## config.mk

```make
export PLATFORM = sky130hd
export DESIGN_NAME = adbg_chain_select
export DESIGN_NICKNAME = d
export VERILOG_FILES = /design/src/rtl/adbg_pkg.sv /design/src/rtl/adbg_status_chain.sv /design/src/rtl/adbg_chain_select.sv
export SDC_FILE = /design/constraint.sdc
export NUM_CORES = 1
export LEC_CHECK = 0
export ABC_AREA = 0
export CAP_MARGIN = 40
export CORE_ASPECT_RATIO = 0.6
export CORE_MARGIN = 3
export CORE_UTILIZATION = 55
export DETAILED_ROUTE_END_ITERATION = 10
export DONT_BUFFER_PORTS = 1
export HOLD_SLACK_MARGIN = 0.02
export PLACE_DENSITY = 0.73
export SYNTH_ARGS = -nofsm -noshare
export SYNTH_HDL_FRONTEND = slang
export SYNTH_SLANG_ARGS = --single-unit
```

## constraint.sdc

```tcl
create_clock -name tck_i -period 1.9 [get_ports tck_i]
set_clock_uncertainty 0.15 [all_clocks]
set_input_delay 0.38 -clock tck_i [delete_from_list [all_inputs] [get_ports tck_i]]
set_output_delay 0.38 -clock tck_i [all_outputs]
set_load 0.1 [all_outputs]
```

## src/rtl/adbg_pkg.sv

```systemverilog
// Shared constants and helpers for the adbg module-select logic.
// The status chain is only built when ADBG_SELECT_STATUS_EN is defined.
package adbg_pkg;

  // Status word layout: ID field at the bottom, flag bits stacked directly above it.
  localparam int STAT_ID_LSB  = 0;
  localparam int STAT_VALID   = 0;
  localparam int STAT_ERR_RNG = 1;
  localparam int STAT_ERR_INH = 2;
  localparam int STAT_FLAGS   = 3;

  // Reserved module ID that selects the status chain instead of a module.
  function automatic int status_id(input int id_width);
    return (1 << id_width) - 1;
  endfunction

  // The select-command bit is the most recently shifted-in bit of the data register.
  function automatic int sel_cmd_pos(input int shift_len);
    return shift_len - 1;
  endfunction

endpackage

```

## src/rtl/adbg_status_chain.sv

```systemverilog
// Capture/shift status register read over JTAG in status mode.
// Instantiated by adbg_chain_select only when ADBG_SELECT_STATUS_EN is defined.
module adbg_status_chain
  import adbg_pkg::*;
#(
  parameter int ID_WIDTH = 5
) (
  input  logic                           tck_i,
  input  logic                           trst_i,
  input  logic                           capture_i,
  input  logic                           shift_i,
  input  logic [ID_WIDTH+STAT_FLAGS-1:0] status_word_i,
  output logic                           tdo_o
);

  localparam int W = ID_WIDTH + STAT_FLAGS;

  logic [W-1:0] stat_sr;

  // Capture wins over shift; shifting drains LSB first with zero fill.
  always_ff @(posedge tck_i or posedge trst_i) begin
    if (trst_i) begin
      stat_sr <= '0;
    end else if (capture_i) begin
      stat_sr <= status_word_i;
    end else if (shift_i) begin
      stat_sr <= {1'b0, stat_sr[W-1:1]};
    end
  end

  assign tdo_o = stat_sr[0];

endmodule

```

## src/rtl/adbg_chain_select.sv

```systemverilog
// Debug module select: JTAG input shift chain, one-hot select decode, TDO mux and sticky errors.
// Optional status chain enabled with `define ADBG_SELECT_STATUS_EN.
module adbg_chain_select
  import adbg_pkg::*;
#(
  parameter int N_MODULES = 5,
  parameter int ID_WIDTH  = 5,
  parameter int SHIFT_LEN = 53
) (
  input  logic                 tck_i,
  input  logic                 trst_i,
  input  logic                 tdi_i,
  output logic                 tdo_o,
  input  logic                 shift_dr_i,
  input  logic                 capture_dr_i,
  input  logic                 update_dr_i,
  input  logic                 debug_select_i,
  output logic [SHIFT_LEN-1:0] data_register_o,
  input  logic [N_MODULES-1:0] module_tdo_i,
  input  logic [N_MODULES-1:0] module_inhibit_i,
  output logic [N_MODULES-1:0] module_select_o,
  output logic                 select_err_o
);

  localparam int                STAT_W    = ID_WIDTH + STAT_FLAGS;
  localparam int                CMD_BIT   = sel_cmd_pos(SHIFT_LEN);
  localparam logic [ID_WIDTH-1:0] STATUS_ID = ID_WIDTH'(status_id(ID_WIDTH));
  localparam logic [ID_WIDTH:0]   N_MOD_LIM = (ID_WIDTH+1)'(N_MODULES);

  logic [SHIFT_LEN-1:0] sr;
  logic [ID_WIDTH-1:0]  id_in;
  logic [ID_WIDTH-1:0]  id_reg;
  logic                 valid;
  logic                 err_inh;
  logic                 err_rng;
  logic                 select_cmd;
  logic                 sel_evt;
  logic                 inhibited;
  logic                 in_range;
  logic                 is_status_id;
  logic                 status_ok;
  logic                 status_mode;
  logic                 stat_tdo;
  logic                 err_clr;
  logic                 set_inh;
  logic                 set_rng;
  logic                 tdo_mod;
  logic [STAT_W-1:0]    status_word;

  assign select_cmd   = sr[CMD_BIT];
  assign id_in        = sr[CMD_BIT-1 -: ID_WIDTH];
  assign sel_evt      = update_dr_i & debug_select_i & select_cmd;
  assign inhibited    = |module_inhibit_i;
  assign in_range     = {1'b0, id_in} < N_MOD_LIM;
  assign is_status_id = (id_in == STATUS_ID);

  always_ff @(posedge tck_i or posedge trst_i) begin
    if (trst_i) begin
      sr <= '0;
    end else if (debug_select_i && shift_dr_i) begin
      sr <= {tdi_i, sr[SHIFT_LEN-1:1]};
    end
  end

  assign data_register_o = sr;

  // Every uninhibited select latches the ID; only in-range IDs drive a module select.
  always_ff @(posedge tck_i or posedge trst_i) begin
    if (trst_i) begin
      id_reg <= '0;
      valid  <= 1'b1;
    end else if (sel_evt && !inhibited) begin
      id_reg <= id_in;
      valid  <= in_range;
    end
  end

  always_comb begin
    status_word = '0;
    status_word[STAT_ID_LSB +: ID_WIDTH]   = id_reg;
    status_word[ID_WIDTH + STAT_VALID]     = valid;
    status_word[ID_WIDTH + STAT_ERR_RNG]   = err_rng;
    status_word[ID_WIDTH + STAT_ERR_INH]   = err_inh;
  end

`ifdef ADBG_SELECT_STATUS_EN
  logic stat_capture;
  logic stat_shift;

  assign status_ok    = is_status_id;
  assign status_mode  = ~valid & (id_reg == STATUS_ID);
  // Update outranks capture if the TAP ever raises both together.
  assign stat_capture = capture_dr_i & debug_select_i & ~update_dr_i & status_mode;
  assign stat_shift   = shift_dr_i & debug_select_i & status_mode;
  assign err_clr      = stat_capture;

  adbg_status_chain #(
    .ID_WIDTH (ID_WIDTH)
  ) u_status_chain (
    .tck_i         (tck_i),
    .trst_i        (trst_i),
    .capture_i     (stat_capture),
    .shift_i       (stat_shift),
    .status_word_i (status_word),
    .tdo_o         (stat_tdo)
  );
`else
  logic unused_status;

  assign status_ok     = 1'b0;
  assign status_mode   = 1'b0;
  assign stat_tdo      = 1'b0;
  assign err_clr       = sel_evt & ~inhibited & in_range;
  assign unused_status = ^{capture_dr_i, status_word, is_status_id};
`endif

  assign set_inh = sel_evt & inhibited;
  assign set_rng = sel_evt & ~inhibited & ~in_range & ~status_ok;

  // Sticky flags: a set in the same cycle as a clear wins.
  always_ff @(posedge tck_i or posedge trst_i) begin
    if (trst_i) begin
      err_inh <= 1'b0;
      err_rng <= 1'b0;
    end else begin
      err_inh <= set_inh | (err_inh & ~err_clr);
      err_rng <= set_rng | (err_rng & ~err_clr);
    end
  end

  assign select_err_o = err_inh | err_rng;

  always_comb begin
    module_select_o = '0;
    tdo_mod         = 1'b0;
    for (int i = 0; i < N_MODULES; i++) begin
      if (valid && (id_reg == ID_WIDTH'(i))) begin
        module_select_o[i] = 1'b1;
        tdo_mod            = module_tdo_i[i];
      end
    end
  end

  assign tdo_o = valid ? tdo_mod : (status_mode & stat_tdo);

endmodule

```

==> impl_results.md, run 1 <==
* Synth Net Count at 166
* Mapped Cells at 149
* Post-DP HPWL at 6770 µm
* Run Error: [ERROR DPL-0033] detailed placement checks failed during check placement.
* Post-synth top area cell: dfrtp_1
* # rows at 17
* Post-synthesis cell type count at 23
* Run status: aborted with a tool error
* I/O Pins at 77
* Synth warn at 0
* Die Span X at 91.1 µm
* Die height at 57.1 µm
* Top-area cell type share of the netlist area at 62.8%
* Sequential area share after synthesis at 63.9%
* Last flow stage reached: detailed placement
* Syn avg cell area at 16.0 µm²
* Synth area leaders: dfrtp_1, mux2_2, dfstp_2, mux4_2, clkbuf_1
* Post-synthesis register bit count at 61
* # port buffers at 0
* GP Congestion at 0.765
* Initial Util at 61.1%
* Post-synthesis cell area at 2390 µm²
synth_stat cells:
| library cell | instances |
|---|---|
| nor3_4 | 1 |
| nor4b_1 | 1 |
| o2bb2ai_1 | 1 |
| a32o_1 | 1 |
| and3b_1 | 1 |
| nor2_1 | 3 |
| and3_1 | 1 |
| mux4_2 | 1 |
| nor4_1 | 1 |
| nor3b_1 | 1 |
| o21ai_0 | 1 |
| clkbuf_1 | 5 |
| mux2i_1 | 1 |
| mux2_2 | 59 |
| or4_4 | 1 |
| or2_2 | 1 |
| nand3_1 | 1 |
| dfstp_2 | 1 |
| nand2_1 | 3 |
| nand3b_1 | 1 |
| or3b_2 | 1 |
| inv_1 | 2 |
| dfrtp_1 | 60 |
through the flow:
step / cells / area (µm²)
global placement: 227 / 2780
floorplan: 149 / 2430
logic make-up after synthesis:
group,after synthesis,share of synthesized area [%]
multiplexers,61,29.2
buffers and inverters,7,1.10
AND/OR/NAND/NOR,17,4.82
AO/OA/AOI/OAI,3,0.995
flip-flops,61,63.9
==> run 2, diff against run 1 <==
- CORE_ASPECT_RATIO: 0.6 -> default
- CORE_UTILIZATION: 55 -> 40
- HOLD_SLACK_MARGIN: 0.02 -> default
- PLACE_DENSITY: 0.73 -> default
- PLACE_DENSITY_LB_ADDON: default -> 0.15
- clock period: 1.9 -> 2.45 ns (I/O delays scaled with it)
==> impl_results.md, run 2 <==
* Die area at 6940 µm²
* Cell count of the worst hold path at 1
* Synth Net Count at 166 (unchanged)
* Avg WL per Cell at 17.1 µm
* Diode count at 0
* Top-area cell type share of the netlist area at 62.8% (unchanged)
* Seq pwr share at 32.3%
* Max_slew headroom at 58.7%
* RR Endpoint: id_reg[2]
* Largest register FFs at 53
* Worst setup margin at 42.1 ps
* R2r worst-path depth at 3
* Count leader, synth: dfrtp_1
* I/O Pins at 77 (unchanged)
* Clk network pwr share at 18.4%
* Dpl cell area at 4030 µm²
* WP data arrival at 1770 ps
* Slew Limit Fails at 0
* Die Span X at 83.3 µm (-8.6%)
* CTS clk-pin slew, worst paths at 60 ps
* Fin cells at 299
* Clk root buf: clkbuf_8
* First-pass GRT wire length at 8670 µm
* Internal power at 2330 µW
* Total negative setup slack at 0 ps
* Post-synth EDFFs at 0 (unchanged)
* Initial Util at 42.4% (-19 points)
* Worst setup EP type: primary output
* Post-synthesis cell area at 2390 µm² (unchanged)
* Filler cells at 324
* Most common cell after layout, fill and taps aside: dfrtp_1
* Main flop type after synthesis: dfrtp_1
* Post-synthesis register bit count at 61 (unchanged)
* Final Cell Area at 4230 µm²
* Via/cell ratio at 5.08
* GRT Total Usage at 16.2%
* Via count at 1518
* Vias in the first global route at 1669
* Post-synthesis cell type count at 23 (unchanged)
* Clk_lat worst skew at 320 ps
* Final Hold Violating Endpoints at 0
* Crit start category: flip-flop
* CTS tree: yes
* Mapped Cells at 149 (unchanged)
* # placed instances at 281
* WS Path Type: flip-flop to primary output
* Largest net degree at the start of global routing at 34
* Synth area leaders: dfrtp_1, mux2_2, dfstp_2, mux4_2, clkbuf_1
* Residual DRC count at 0
* Worst VDD drop at 987 µV
* TritonCTS Buffers at 9
* Die height at 83.3 µm (+46%)
* Drt total wl at 5120 µm
* Syn-to-layout area delta at 77.0%
* Antenna-violating nets left at 0
* Endpoint, Worst Hold: data_register_o[52]
* Worst R2R Start: data_register_o[52]
* Post-synth top area cell: dfrtp_1
* Worst-path maximum fanout at 3
* Syn avg cell area at 16.0 µm² (unchanged)
* Clk sink count at 61
* Commonest cells post-synth: dfrtp_1, mux2_2, clkbuf_1
* GP Congestion at 0.737 (-3.7%)
* Run status: completed
* Switching share of power at 43.7%
* Endpoints failing setup at 0
* Deepest clock path buffer count at 2
* Commonest cells after routing, fill and taps aside: dfrtp_1, mux2_2, buf_16
* Period utilisation layout at 98.3%
* Pre-Repair DR Iteration Count at 3
* Worst hold slack at 170 ps
* Sequential area share after synthesis at 63.9% (unchanged)
* Fmax achieved at 415 MHz
* Synth warn at 0 (unchanged)
* Psw at 1810 µW
* Worst slew pin tran at 619 ps
* Post-DP HPWL at 4080 µm (-40%)
* Core area at 5640 µm²
* Crit path time final at 2410 ps
* Final Net Count at 239
* Power Dens Cells at 978 nW/µm²
* Combinational power share at 49.3%
* # rows at 27 (+10)
* CTS H-tree depth at 3
* Gr ovfl total at 0
* Dpl ws at 244 ps
* P_leak at 0.00199 µW
* WP data required at 1810 ps
* Min-Delay Startpoint: tdi_i
* RSZ-0062 raised after global routing: true
* Initial DRC Count at 62
* # port buffers at 0 (unchanged)
* R2r setup slk at 860 ps
* Layout cells sized above 1 at 66.5%
* Maxcap violations at 0
* Hold Crit Class: primary input to flip-flop
* FFs w/ async S/R, synth at 100% (unchanged)
* Initial antenna violation count at 0
run 2: routing by layer:
| layer | up-vias | part of all wire (%) | global-route usage [%] |
|---|---|---|---|
| li1 | 698 | - | - |
| met1 | 753 | 37 | 18.4 |
| met2 | 55 | 53 | 26.3 |
| met3 | 12 | 7.9 | 7.74 |
| met4 | 0 | 2.0 | 6.39 |
| met5 | - | 0 | 0 |
run 2: repair_timing:
item / CTS / global route
hold buffers: 1 / 0
buffers inserted: 1 / 0
pin swaps: 1 / 0
endpoints found under the hold margin: 27 / 0
gates resized for setup: 2 / 0
setup endpoints to repair: 5 / 1
run 2: layout make-up:
class                           instances  area, µm²  area share [%]
Timing Repair Buffer                   67       1550            36.5
Sequential cell                        61       1530            36.1
Multi-Input combinational cell         81        888            21.0
Clock buffer                           15        166            3.93
Tap cell                               72       90.1            2.13
Inverter                                2       7.51           0.177
Clock inverter                          1       5.00           0.118
run 2: power groups by stage:
stage | Clock [µW] | Combinational (µW) | Sequential [µW]
after global placement | 0 | 838 | 1950
after global routing | 849 | 2100 | 1370
after CTS | 792 | 2060 | 1340
after detailed placement | 0 | 2050 | 1360
final | 760 | 2040 | 1340
after floorplan | 0 | 423 | 2140
run 2: worst max path at each step:
stage / startpoint / endpoint / slack, ps / cells past startpoint
floorplan: id_reg[0] / tdo_o / -730 / 3
global placement: valid / module_select_o[3] / 340 / 4
detailed placement: valid / module_select_o[2] / 240 / 5
CTS: id_reg[0] / tdo_o / 20 / 4
global route: id_reg[0] / tdo_o / -40 / 4
finish: id_reg[0] / tdo_o / 40 / 4
run 2: worst max-delay path: stages (launching register included):
cell and delay (ps):
dfrtp_1 390, buf_6 120, mux4_2 500, a32o_4 280, buf_12 160
run 2: cell families after synthesis:
| kind of cell | Yosys count | share of synthesized area [%] |
|---|---|---|
| DFF | 61 | 63.9 |
| and+or+nand+nor | 17 | 4.82 |
| buffers and inverters | 7 | 1.10 |
| AOI/OAI and AO/OA | 3 | 0.995 |
| muxes | 61 | 29.2 |
run 2: metrics by stage:
stage / util (%) / power (µW)
2_1_floorplan: - / 2560
3_3_place_gp: 48.0 / 2780
3_5_place_dp: 71.5 / 3410
4_1_cts: 75.0 / 4190
5_1_grt: 75.0 / 4310
6_report: 75.0 / 4140
No activity file was read; power rests on OpenSTA's default activity.
